### src/rtl/hazard_ctrl.sv
// -----------------------------------------------------------------------------
// hazard_ctrl
//
// Pipeline hazard controller for the 5-stage MIPS core. It drives the PC
// freeze and the IF/ID and ID/EX pipeline-register strobes. It handles three
// kinds of hazard:
//   - load-use hazards between the load in EX and the instruction in ID,
//   - taken-branch flushes resolved in EX,
//   - the multi-cycle multiply/divide unit (MDU), tracked by a busy counter.
//     A dependent mfhi/mflo, or a second mult/div, is held in ID until the MDU
//     is idle again.
//
// Ports:
//   clk, reset        clock; asynchronous active-high reset
//   id_rs, id_rt      source register fields of the instruction in ID
//   id_use_rs/rt      the ID instruction really reads rs / rt
//   id_mdu_start      the ID instruction is mult/multu/div/divu
//   id_mdu_div        1: divide latency, 0: multiply latency
//   id_mdu_read       the ID instruction is mfhi/mflo
//   ex_mem_read       the EX instruction is a load
//   ex_rt             destination register of the EX load
//   ex_branch_taken   a branch/jump resolved taken in EX
//   freeze            hold the PC
//   ifid_freeze       hold the IF/ID register
//   idex_bubble       load a NOP into ID/EX
//   ifid_flush        clear IF/ID to a NOP
//   mdu_busy          the MDU countdown is non-zero
//   stall_cycles      (HAZARD_STATS_EN only) saturating count of freeze cycles
//   flush_count       (HAZARD_STATS_EN only) saturating count of flush cycles
//
// Build option:
//   HAZARD_STATS_EN   when defined, adds the two 32-bit statistics outputs.
//                     Hazard behaviour is the same with or without it.
//
// Parameters:
//   MUL_CYCLES, DIV_CYCLES  MDU latencies (>= 1, and <= 2**CNT_W - 1)
//   CNT_W                   width of the MDU busy counter
// -----------------------------------------------------------------------------
module hazard_ctrl #(
   parameter int MUL_CYCLES = 4,
   parameter int DIV_CYCLES = 32,
   parameter int CNT_W      = 6
) (
   input  logic        clk,
   input  logic        reset,
   input  logic [4:0]  id_rs,
   input  logic [4:0]  id_rt,
   input  logic        id_use_rs,
   input  logic        id_use_rt,
   input  logic        id_mdu_start,
   input  logic        id_mdu_div,
   input  logic        id_mdu_read,
   input  logic        ex_mem_read,
   input  logic [4:0]  ex_rt,
   input  logic        ex_branch_taken,
   output logic        freeze,
   output logic        ifid_freeze,
   output logic        idex_bubble,
   output logic        ifid_flush,
   output logic        mdu_busy
`ifdef HAZARD_STATS_EN
   ,
   output logic [31:0] stall_cycles,
   output logic [31:0] flush_count
`endif
);

   localparam logic [CNT_W-1:0] MUL_LOAD = CNT_W'(MUL_CYCLES);
   localparam logic [CNT_W-1:0] DIV_LOAD = CNT_W'(DIV_CYCLES);

   typedef enum logic {
      MDU_IDLE = 1'b0,
      MDU_BUSY = 1'b1
   } mdu_state_t;

   mdu_state_t       mdu_state;
   logic [CNT_W-1:0] cnt;
   logic [CNT_W-1:0] cnt_nxt;

   logic             rs_match;
   logic             rt_match;
   logic             load_use;
   logic             mdu_conflict;
   logic             stall;
   logic             mdu_issue;

   // ---- ID/EX hazard detection (combinational) -----------------------------
   // A load into $zero never creates a real dependency.
   assign rs_match     = id_use_rs && (id_rs == ex_rt);
   assign rt_match     = id_use_rt && (id_rt == ex_rt);
   assign load_use     = ex_mem_read && (ex_rt != 5'd0) && (rs_match || rt_match);
   assign mdu_conflict = mdu_busy && (id_mdu_start || id_mdu_read);

   // The branch flush wins over a stall: the PC must load the branch target,
   // and the instruction in ID is squashed anyway.
   assign stall        = (load_use || mdu_conflict) && !ex_branch_taken;

   assign freeze       = stall;
   assign ifid_freeze  = stall;
   assign idex_bubble  = stall || ex_branch_taken;
   assign ifid_flush   = ex_branch_taken;

   // An MDU op only leaves ID when it is neither stalled nor squashed. While
   // the MDU is busy, mdu_conflict already blocks any new start, so issue
   // never coincides with a non-zero count.
   assign mdu_issue    = id_mdu_start && !stall && !ex_branch_taken;

   // An op already in the MDU is older than the branch in EX, so the
   // countdown keeps running through a flush.
   always_comb begin
      cnt_nxt = cnt;
      if (mdu_issue) begin
         cnt_nxt = id_mdu_div ? DIV_LOAD : MUL_LOAD;
      end else if (cnt != '0) begin
         cnt_nxt = cnt - 1'b1;
      end
   end

   // ---- MDU busy tracking (registered) -------------------------------------
   // The state register mirrors (cnt != 0) so mdu_busy comes straight from a
   // flop; the async reset clears it without waiting for a clock edge.
   always_ff @(posedge clk or posedge reset) begin
      if (reset) begin
         cnt       <= '0;
         mdu_state <= MDU_IDLE;
      end else begin
         cnt <= cnt_nxt;
         case (mdu_state)
            MDU_IDLE: if (cnt_nxt != '0) mdu_state <= MDU_BUSY;
            MDU_BUSY: if (cnt_nxt == '0) mdu_state <= MDU_IDLE;
            default:  mdu_state <= MDU_IDLE;
         endcase
      end
   end

   assign mdu_busy = (mdu_state == MDU_BUSY);

`ifdef HAZARD_STATS_EN
   // ---- statistics counters (registered) -----------------------------------
   function automatic logic [31:0] sat_inc32(input logic [31:0] val);
      return (val == 32'hFFFF_FFFF) ? val : val + 32'd1;
   endfunction

   always_ff @(posedge clk or posedge reset) begin
      if (reset) begin
         stall_cycles <= '0;
         flush_count  <= '0;
      end else begin
         if (freeze) begin
            stall_cycles <= sat_inc32(stall_cycles);
         end
         if (ifid_flush) begin
            flush_count <= sat_inc32(flush_count);
         end
      end
   end
`endif

endmodule

### config.mk
export PLATFORM = sky130hd
export DESIGN_NAME = hazard_ctrl
export DESIGN_NICKNAME = d
export VERILOG_FILES = /design/src/rtl/hazard_ctrl.sv
export SDC_FILE = /design/constraint.sdc
export NUM_CORES = 1
export LEC_CHECK = 0
export BUFFER_PORTS_ARGS = -buffer_cell sky130_fd_sc_hd__buf_2
export CAP_MARGIN = 0
export CORE_MARGIN = 1
export CORE_UTILIZATION = 40
export CTS_CLUSTER_DIAMETER = 60
export DETAILED_ROUTE_END_ITERATION = 8
export MAX_ROUTING_LAYER = met4
export PLACE_DENSITY = 0.81
export SETUP_SLACK_MARGIN = 0.5
export SLEW_MARGIN = 20
export SYNTH_ARGS = -nofsm -noshare
export SYNTH_HDL_FRONTEND = slang
export SYNTH_SLANG_ARGS = --single-unit
### constraint.sdc
create_clock -name clk -period 2.4 [get_ports clk]
set_input_delay 0.12 -clock clk [delete_from_list [all_inputs] [get_ports clk]]
set_output_delay 0.12 -clock clk [all_outputs]
set_load 0.01 [all_outputs]
# Yosys cells after proc, flatten, opt, wreduce, memory -nomap -nowiden
# Index checks and enable logic that the tools add are counted.
classes:
  n_addsub: 1
  n_mul: 0
  div: 0
  n_lt_le_gt_ge: 0
  eq_ne: 2
  shifts: 0
  n_mux: 6
  bitwise_logic: 1
  n_reduce_logical: 18
op_table:
  columns: ["operator", "count"]
  rows:
  - ["two-way mux 6 bit", 3]
  - ["nonzero test 6 bit", 2]
  - ["equality test 5 bit", 2]
  - ["logical AND 1 bit", 8]
  - ["logical NOT 6 bit", 1]
  - ["subtractor 6 x 1 -> 6 bit, second input constant", 1]
  - ["nonzero test 5 bit", 1]
  - ["logical OR 1 bit", 4]
  - ["logical NOT 1 bit", 2]
  - ["two-way mux 1 bit", 2]
  - ["case mux 1 bit (2 select lines)", 1]
  - ["NOT 1 bit", 1]
totals:
  ff_bits: 7
  latch_bits: 0
  ramBits: 0
  mem_bits_ro: 0
  in_bits: 24
  out_inout_bits: 5
  elab_cells: 30
  memories: 0

# Logic depth before layout (Yosys ltp)
# Gate-level depths: netlist of run 1.
logic_depth:
  ltp_word: 13
  mapped_depth: 7
  ltp_nobuf: 7

# Least setup slack after synthesis of run 1
# OpenSTA, ideal clock, no wires.
synth_timing:
  kind: "register -> register"
  start: "reg cnt[0]"
  end: "reg mdu_state (netlist: mdu_busy)"
  setup_time_ps: 139
  t_arrival_ps: 1696
  required_ps: 2261
  path_slack_ps: 566
  path_stages_with_launch: 8
  n_path_buf: 0
  synth_period_minus_slack_ps: 1834
  cell_sequence: "dfrtp_1 inv_1 ha_1 nor2b_1 nand2_2 nand2_1 o32a_1 or4b_1"
synth_via:
  elab_chain_cells: 6
  elab_cells_between_ends: 9
  cone_classes: "add/sub (1); mux (5); reduce/logical (3)"
synth_lines:
  columns: ["element", "line", "source"]
  rows:
  - ["start: declaration", "77", "logic [CNT_W-1:0] cnt;"]
  - ["start signal: assignment", "127", "cnt <= cnt_nxt;"]
  - ["subtractor 6 x 1 -> 6 bit / nonzero test 6 bit (equally long branches)", "115, 114", null]
  - ["two-way mux 6 bit (*)", "114", "end else if (cnt != '0) begin"]
  - ["two-way mux 6 bit (*)", "112", "if (mdu_issue) begin"]
  - ["logical NOT 6 bit / nonzero test 6 bit (equally long branches)", "130, 129", null]
  - ["two-way mux 1 bit, on equally long branches", "130, 129", null]
  - ["case mux 1 bit (2 select lines) (*)", "128", "case (mdu_state)"]
  - ["end signal: assignment", "129", "MDU_IDLE: if (cnt_nxt != '0) mdu_state <= MDU_BUSY;"]
  - ["end signal: assignment", "130", "MDU_BUSY: if (cnt_nxt == '0) mdu_state <= MDU_IDLE;"]
  - ["end signal: assignment", "131", "default: mdu_state <= MDU_IDLE;"]
  - ["end: declaration", "76", "mdu_state_t mdu_state;"]
# Every way passes the cells marked *; elsewhere a longest branch is shown, timed or not.

# Worst setup path in the final report of run 1
# Same ends and word-level chain as after synthesis.

==> impl_metrics.json, run 1 <==
{
  "intPower_uw": 461.6,
  "crit_type": "flop to flop",
  "antennaDiodeCount": 0,
  "multi_input_area_um2": 414.1,
  "pwr-share-seq": 0.300,
  "seq_area_frac_synth": 0.2941,
  "cts_buffers": 3,
  "p_sw_frac": 0.4188,
  "synth-edff-count": 0,
  "hpwl_um": 1049,
  "path_max_fanout": 5,
  "grt_usage": 0.1845,
  "grt.overflow.total": 0,
  "wl_met2_um": 745,
  "cp.arrival_ps": 1930,
  "syn2layout_area_growth_pct": 38.87,
  "hold_slack_ps": 44.28,
  "highest_layer": "met4",
  "worstPathRequired_ps": 2520,
  "synth_cells": 69,
  "worst_pin_slew_ps": 279.4,
  "final_area_um2": 827.0,
  "die_h_um": 40.59,
  "finalSetupViolations": 0,
  "synth.most_common_cell": "xnor2_1",
  "maxCapViolations": 0,
  "synthesis.area_um2": 595.6,
  "finalHoldViolCount": 0,
  "syn_area_per_cell_um2": 8.631,
  "port_buffers": 28,
  "start_kind": "flop",
  "die_width_um": 40.59,
  "layout_min_cycle_time_ps": 1807,
  "antenna_left": 0,
  "skew_ps": 8.513,
  "hold_path.class": "input port to flop",
  "combPwrFrac": 0.565,
  "period_share": 0.7529,
  "route.layer.met1.wl_um": 541,
  "yosysUniqueCellTypes": 26,
  "dieArea_mm2": 0.001647,
  "drt-pass1-iter-count": 4,
  "grt_pass1_wl_um": 1904,
  "rsz0062_at_grt": "no",
  "drc": 0,
  "post_drt_wl_per_cell_um": 11.88,
  "drive_above_1_share": 0.4231,
  "synth_ff_type": "dfrtp_1",
  "regArea_um2": 175.2,
  "cts_tree": "yes",
  "ir_drop_uv": 635.3,
  "yosysTopAreaCellShare": 0.2941,
  "p_leak_nw": 0.3794,
  "dpl_cell_area_um2": 739.5,
  "p_per_area_mw_per_mm2": 960.3,
  "endpoint_kind": "flop",
  "yosys.area.top_type": "dfrtp_1",
  "synth_common_cells": "xnor2_1, dfrtp_1, nand2_1, nor2_1, nor3_1",
  "cts_sinks": 7,
  "clockBufferDepth": 2,
  "slew_headroom": 0.8123,
  "fmax_mhz": 553.4,
  "drt_iter0_drc": 6,
  "finalNetCount": 131,
  "routed_wl_um": 1414,
  "cts.clk_slew.worst_paths_ps": 60,
  "slew_viol_final": 0,
  "rows": 13,
  "power_switching_uw": 332.6,
  "grt_max_degree": 8,
  "via_per_inst": 5.092,
  "start_util": 0.4411,
  "grt_pass1_vias": 522,
  "fin_tns_setup_ps": 0,
  "antenna_found_initial": 0,
  "cts-root-buf": "clkbuf_4",
  "nFillCells": 117,
  "wl_met3_um": 111,
  "synthTopCellsByArea": "dfrtp_1, xnor2_1, nand2_1, nor2_1, ha_1",
  "ys_ff_latch": 7,
  "yosys_warnings": 0,
  "synth_fp_nets": 95,
  "htreeDepth": 1,
  "async_reset_ff_frac": 1.000,
  "clock_latency_ps": 260,
  "num_vias": 606,
  "core_area_mm2": 0.001350,
  "io_pins": 29,
  "outcome": "completed",
  "gp_congestion": 0.7955,
  "clkPwrFrac": 0.135
}
==> sequential cells by signal (all words and copies together), names as in the netlist <==
signal,flops
cnt,6
mdu_busy,1
==> layout by cell type (no fill, tap or decap), drive strengths merged, types with 2 or more instances in the layout <==
master / instances
xnor2: 11
nand2: 8
ha: 2
nand3: 2
dfrtp: 7
o21a: 2
a21oi: 4
clkbuf: 3
o21ai: 2
buf: 32
nor2: 7
nand4: 2
xor2: 2
nor3: 5
inv: 3
==> critical path, stage by stage (launching register included) <==
cell	delay, ps
dfrtp_1	370
inv_2	80
ha_4	160
nor2b_1	140
nand2_2	120
nand2_2	70
o32a_1	270
or4b_1	460
==> power groups by stage <==
stage	Clock, mW	Combinational (mW)	Sequential [mW]
after detailed placement	0	0.364	0.244
after global routing	0.119	0.504	0.246
after CTS	0.109	0.402	0.232
after global placement	0	0.355	0.242
after floorplan	0	0.283	0.230
final	0.107	0.449	0.238
==> per-layer routing <==
layer / vias to the layer above / GRT usage
li1: 307 / -
met1: 265 / 0.1706
met2: 31 / 0.3373
met3: 3 / 0.04444
met4: 0 / 0.1083
met5: - / -
==> worst paths after layout <==
path / from / slack [ps] / endpoint / depth (start not counted)
worst max-delay path: cnt[0] / 590 / mdu_busy / 7
worst min-delay path: id_mdu_div / 40 / cnt[2] / 2
worst max register to register: cnt[0] / 590 / mdu_busy / 7
worst min register to register: cnt[4] / 550 / mdu_busy / 1
max in group asynchronous: reset / 1830 / cnt[4] / 3
min in group asynchronous: reset / 350 / cnt[2] / 3
==> per-stage QoR <==
| stage | util | setup slack [ps] | instances | power, mW |
|---|---|---|---|---|
| 6_report | 0.6126 | 593.1 | 119 | 0.7942 |
| 3_3_place_gp | 0.5477 | 508.0 | 110 | 0.5969 |
| 5_1_grt | 0.6126 | 500.6 | 119 | 0.8687 |
| 3_5_place_dp | 0.5477 | 440.0 | 110 | 0.6079 |
| 2_1_floorplan | - | 565.8 | 69 | 0.5127 |
| 4_1_cts | 0.5867 | 501.2 | 117 | 0.7432 |
==> timing repair <==
item / in CTS / in global routing
gates cloned: 0 / 0
hold buffers: 1 / 0
resized for setup: 0 / 5
endpoints found under the hold margin: 7 / 0
setup endpoints to repair: 1 / 1
setup buffers: 2 / 2
==> area by class of cell <==
| class | instances | share of cell area |
|---|---|---|
| clock buffers | 3 | 0.02723 |
| flip-flops and latches | 7 | 0.2118 |
| clock inverters | 1 | 0.006051 |
| well taps | 15 | 0.02269 |
| multi-input cells | 57 | 0.5008 |
| repair buffers | 33 | 0.2179 |
| inverters | 3 | 0.01362 |
==> logic make-up after synthesis <==
logic type,Yosys count,share of synthesized area
compound gates,11,0.1450
xor+xnor,13,0.1912
fa+ha+maj,2,0.04201
buf+inv,5,0.04411
flops,7,0.2941
mux,2,0.04201
simple gates,29,0.2416
Power figures use the tool's default switching activity.
==> run 2, diff against run 1 <==
==> constraint.sdc (replaced) <==
create_clock -name clk -period 1.86 [get_ports clk]
set_input_delay 0.093 -clock clk [delete_from_list [all_inputs] [get_ports clk]]
set_output_delay 0.093 -clock clk [all_outputs]
set_load 0.01 [all_outputs]
==> impl_metrics.json, run 2 (synthesis results as in run 1) <==
{
  "outcome": "completed",
  "routed_wl_um": 1885,
  "grt_pass1_wl_um": 2090,
  "p_per_area_mw_per_mm2": 1358,
  "port_buffers": 28,
  "io_pins": 29,
  "grt_usage": 0.2000,
  "slew_headroom": 0.8017,
  "cts_buffers": 3,
  "drt-pass1-iter-count": 4,
  "drc": 0,
  "r2r_start": "cnt[1]",
  "p_leak_nw": 0.4711,
  "slew_viol_final": 0,
  "start_util": 0.4411,
  "clock_latency_ps": 250,
  "drt_iter0_drc": 3,
  "fmax_mhz": 538.6,
  "num_vias": 669,
  "grt.overflow.total": 0,
  "fin_util": 0.7702,
  "start_kind": "flop",
  "die_h_um": 40.59,
  "antenna_left": 0,
  "endpoint_kind": "flop",
  "skew_ps": 2.743,
  "max_stage_delay_ps": 450,
  "cts_sinks": 7,
  "worstPathRequired_ps": 1980,
  "worst_pin_slew_ps": 297.5,
  "crit_type": "flop to flop",
  "cts.clk_slew.worst_paths_ps": 50,
  "final_area_mm2": 0.001040,
  "layout_common_cells": "buf_2, buf_4, xnor2_1",
  "cts_tree": "yes",
  "rrSetupSlack_ps": 3,
  "largest_reg_flops": 6,
  "die_width_um": 40.59,
  "finalNetCount": 142,
  "r2r-end": "mdu_busy",
  "timing.critical_path.to": "mdu_busy",
  "hold_path.class": "input port to flop",
  "cp_slowest_cell": "or4b_1",
  "rows": 13,
  "startpoint": "cnt[1]",
  "maxCapViolations": 0,
  "dieArea_mm2": 0.001647,
  "post_drt_wl_per_cell_um": 14.50,
  "antennaDiodeCount": 0,
  "antenna_found_initial": 0,
  "via_per_inst": 5.146,
  "rsz0062_at_grt": "yes",
  "hpwl_um": 1089,
  "cp.arrival_ps": 1970,
  "path_max_fanout": 3,
  "layout_min_cycle_time_ps": 1857,
  "cts-root-buf": "clkbuf_4",
  "ir_drop_uv": 1005,
  "syn2layout_area_growth_pct": 74.58,
  "gp_congestion": 0.8310,
  "finalSetupViolations": 0,
  "regMostFlops": "cnt",
  "dpl_cell_area_um2": 774.5,
  "clockBufferDepth": 2,
  "final_common_cell": "buf_2",
  "period_share": 0.9981,
  "grt_pass1_vias": 591,
  "core_area_mm2": 0.001350,
  "worst-r2r-cell-count": 7,
  "drive_above_1_share": 0.6000,
  "path_cells": "inv_2 -> buf_4 -> ha_4 -> nor3_1 -> a21oi_1 -> o21ai_0 -> or4b_1",
  "htreeDepth": 1,
  "finalHoldViolCount": 0,
  "grt_max_degree": 8
}
## run 2: critical path: cells and delay by family (launching register included)
family | cells | cell delay, ps
flops | 1 | 400
fa+ha+maj | 1 | 150
simple gates | 2 | 670
compound gates | 2 | 290
buf+inv | 2 | 220
## run 2: report_power, final
group          switching, mW  total [mW]  internal [mW]
Combinational          0.433       0.937          0.504
Clock                 0.0528       0.134         0.0817
Sequential             0.111       0.341          0.230
## run 2: timing repair
item	4_1_cts	5_1_grt
endpoints found under the setup margin	7	10
gates resized for setup	10	19
hold buffers	1	0
setup buffers	6	7
endpoints found under the hold margin	7	0
pin swaps	5	7
## run 2: layout make-up
| class | count | area, um^2 |
|---|---|---|
| flip-flops and latches | 7 | 176.4 |
| clock buffers | 4 | 26.28 |
| well taps | 15 | 18.77 |
| repair buffers | 44 | 299.0 |
| fillers | 99 | 310.3 |
| multi-input cells | 57 | 508.0 |
| inverters | 3 | 11.26 |
## run 2: stage by stage
stage | setup WS, ps | hold WS, ps | std cells | power [mW] | setup TNS [ps]
after detailed placement | 81.03 | 27.32 | 112 | 0.8531 | 0
after global routing | -43.72 | 43.10 | 130 | 1.500 | -43.72
final | 3.467 | 33.48 | 130 | 1.412 | 0
after global placement | 112.0 | 26.46 | 112 | 0.8273 | 0
after floorplan | 116.3 | -103.6 | 69 | 0.7028 | 0
after CTS | 106.9 | 33.19 | 123 | 1.080 | 0
## run 2: worst min path at each step
stage	start	to	slack (ps)	depth (start not counted)
floorplan	reset	cnt[0]	-100	1
global placement	reset	cnt[1]	30	2
detailed placement	reset	cnt[1]	30	2
CTS	id_mdu_div	cnt[2]	30	2
global route	id_mdu_div	cnt[2]	40	2
finish	id_mdu_div	cnt[2]	30	2
## run 2: per-layer routing
metal | routed length (um) | global-route usage | up-vias
li1 | - | - | 329
met1 | 664 | 0.1809 | 315
met2 | 1121 | 0.3968 | 25
met3 | 99 | 0.03889 | 0
met4 | 0 | 0.07500 | 0
met5 | 0 | - | -
==> run 3, diff against run 2 <==
--- a/config.mk
+++ b/config.mk
@@ -5,14 +5,16 @@
 export SDC_FILE = /design/constraint.sdc
 export NUM_CORES = 1
 export LEC_CHECK = 0
+export ABC_AREA = 1
 export BUFFER_PORTS_ARGS = -buffer_cell sky130_fd_sc_hd__buf_2
 export CAP_MARGIN = 0
 export CORE_MARGIN = 1
 export CORE_UTILIZATION = 40
 export CTS_CLUSTER_DIAMETER = 60
 export DETAILED_ROUTE_END_ITERATION = 8
+export GPL_TIMING_DRIVEN = 0
 export MAX_ROUTING_LAYER = met4
-export PLACE_DENSITY = 0.81
+export PLACE_DENSITY = 0.78
 export SETUP_SLACK_MARGIN = 0.5
 export SLEW_MARGIN = 20
 export SYNTH_ARGS = -nofsm -noshare
==> impl_metrics.json, run 3 <==
{
  "outcome": "completed",
  "finalHoldViolCount": 0,
  "antennaDiodeCount": 0,
  "num_vias": 840,
  "async_reset_ff_frac": 1.000,
  "cts_sinks": 7,
  "post_drt_wl_per_cell_um": 9.275,
  "hpwl_um": 1208,
  "worst_pin_slew_ps": 303.2,
  "regMostFlops": "cnt",
  "max_stage_delay_ps": 420,
  "ir_drop_uv": 855.2,
  "seq_area_frac_synth": 0.2389,
  "start_util": 0.4246,
  "grt_pass1_wl_um": 2649,
  "finalNetCount": 191,
  "clkPwrFrac": 0.103,
  "cp.arrival_ps": 1550,
  "drt_iter0_drc": 14,
  "path_cells": "nor2_4 -> nand4_4 -> o21ai_2 -> o21bai_4 -> nand3_2 -> a21oi_2 -> nand2_1",
  "final_common_cell": "nand2_1",
  "yosysUniqueCellTypes": 23,
  "drc": 0,
  "start_kind": "flop",
  "path_max_fanout": 7,
  "intPower_uw": 718.2,
  "slew_viol_final": 0,
  "holdPathStages": 3,
  "finalSetupViolations": 0,
  "synthesis.area_um2": 733.2,
  "cts-root-buf": "clkbuf_4",
  "hold_slack_ps": 116.1,
  "antenna_left": 0,
  "fmax_mhz": 712.3,
  "ys_ff_latch": 7,
  "skew_ps": 6.143,
  "port_buffers": 28,
  "io_pins": 29,
  "syn2layout_area_growth_pct": 48.12,
  "hold_path_end": "cnt[5]",
  "p_leak_nw": 0.6563,
  "endpoint_kind": "flop",
  "r2r_start": "cnt[3]",
  "synth.most_common_cell": "nand2_1",
  "layout_min_cycle_time_ps": 1404,
  "grt_usage": 0.1872,
  "cts_buffers": 3,
  "crit_type": "flop to flop",
  "worstPathRequired_ps": 2000,
  "syn_area_per_cell_um2": 5.913,
  "clock_latency_ps": 250,
  "drive_above_1_share": 0.4085,
  "p_sw_frac": 0.4615,
  "combPwrFrac": 0.677,
  "synth_cells": 124,
  "hp-start": "id_mdu_div",
  "largest_reg_flops": 6,
  "gp_congestion": 0.8358,
  "grt_pass1_vias": 707,
  "core_area_mm2": 0.001727,
  "p_per_area_mw_per_mm2": 1228,
  "rsz0062_at_grt": "yes",
  "r2r-end": "mdu_busy",
  "die_width_um": 44.82,
  "drt-pass1-iter-count": 4,
  "period_share": 0.7548,
  "die_h_um": 44.82,
  "yosys_warnings": 0,
  "worst-r2r-cell-count": 7,
  "fin_tns_setup_ps": 0,
  "synth-edff-count": 0,
  "via_per_inst": 4.444,
  "pwr-share-seq": 0.220,
  "rows": 15,
  "slew_headroom": 0.7957,
  "routed_wl_um": 1753,
  "dieArea_mm2": 0.002008,
  "nFillCells": 154,
  "yosysTopAreaCellShare": 0.2389,
  "p_total_mw": 1.334,
  "antenna_found_initial": 0,
  "maxCapViolations": 0,
  "synth_common_cells": "nand2_1, inv_1, nor2_1",
  "layout_common_cells": "nand2_1, buf_2, inv_1",
  "yosys.area.top_type": "dfrtp_1",
  "clockBufferDepth": 2,
  "grt_max_degree": 9,
  "power_switching_uw": 615.6,
  "cts.clk_slew.worst_paths_ps": 50,
  "synthTopCellsByArea": "dfrtp_1, nand2_1, inv_1, nor2_1, ha_1",
  "hold_path.class": "input port to flop",
  "cts_tree": "yes",
  "cp_slowest_cell": "dfrtp_2",
  "rrSetupSlack_ps": 460,
  "htreeDepth": 1,
  "grt.overflow.total": 0,
  "synth_fp_nets": 150,
  "synth_ff_type": "dfrtp_1"
}
## run 3: logic make-up (layout without fill, tap and decap cells)
family          Yosys count  in the layout  share of synthesized area
xor+xnor                  1              1                    0.01195
simple gates             70             70                     0.4386
fa+ha+maj                 2              2                    0.03412
buf+inv                  35             75                     0.1894
flops                     7              7                     0.2389
compound gates            9              9                    0.08703
## run 3: timing repair
item	4_1_cts	5_1_grt
cloned	0	0
endpoints found under the hold margin	7	0
hold buffers	1	0
setup buffers	4	3
gates resized for setup	13	11
pin swaps	2	4
setup endpoints to repair	5	8
## run 3: per-stage QoR
step                cells  area [um^2]  worst slack, ps  utilization
floorplan             124        733.2            521.9            -
global placement      177        904.6            366.9       0.5239
detailed placement    177        904.6            339.0       0.5239
CTS                   186         1021            502.1       0.5913
global route          189         1086            362.4       0.6290
finish                189         1086            456.1       0.6290
## run 3: cell type report
class	instances	area, um^2	area share
Buffer	2	15.01	0.01382
Multi-Input combinational cell	82	500.5	0.4608
Inverter	33	123.9	0.1141
Tap cell	25	31.28	0.02880
Timing Repair Buffer	36	212.7	0.1959
Sequential cell	7	176.4	0.1624
Clock buffer	4	26.28	0.02419
## run 3: worst max path at each step
stage | startpoint | to | slack (ps) | depth (start not counted)
after CTS | cnt[1] | mdu_busy | 500 | 8
after global routing | cnt[3] | mdu_busy | 360 | 7
final | cnt[3] | mdu_busy | 460 | 7
after detailed placement | cnt[0] | mdu_busy | 340 | 8
after global placement | cnt[0] | mdu_busy | 370 | 8
after floorplan | cnt[0] | mdu_busy | 520 | 8
## run 3: worst max-delay path: cells and delay by family, from the launching register on
family / cells / cell delay, ps
DFF: 1 / 420
AOI/OAI and AO/OA: 3 / 370
and+or+nand+nor: 4 / 500
## run 3: power by group through the flow
| stage | logic (mW) | registers [mW] | clock network (mW) |
|---|---|---|---|
| global placement | 0.546 | 0.285 | 0 |
| detailed placement | 0.571 | 0.289 | 0 |
| finish | 0.903 | 0.294 | 0.137 |
| CTS | 0.734 | 0.293 | 0.138 |
| global route | 1.01 | 0.302 | 0.150 |
| floorplan | 0.440 | 0.282 | 0 |
## run 3: per-layer routing
| layer | up-vias | routed length, um | global-route usage | share of wire |
|---|---|---|---|---|
| met5 | - | 0 | - | 0 |
| met3 | 6 | 80 | 0.02400 | 0.046 |
| met4 | 0 | 58 | 0.09091 | 0.033 |
| met2 | 24 | 866 | 0.3235 | 0.49 |
| li1 | 446 | - | - | - |
| met1 | 364 | 748 | 0.2129 | 0.43 |
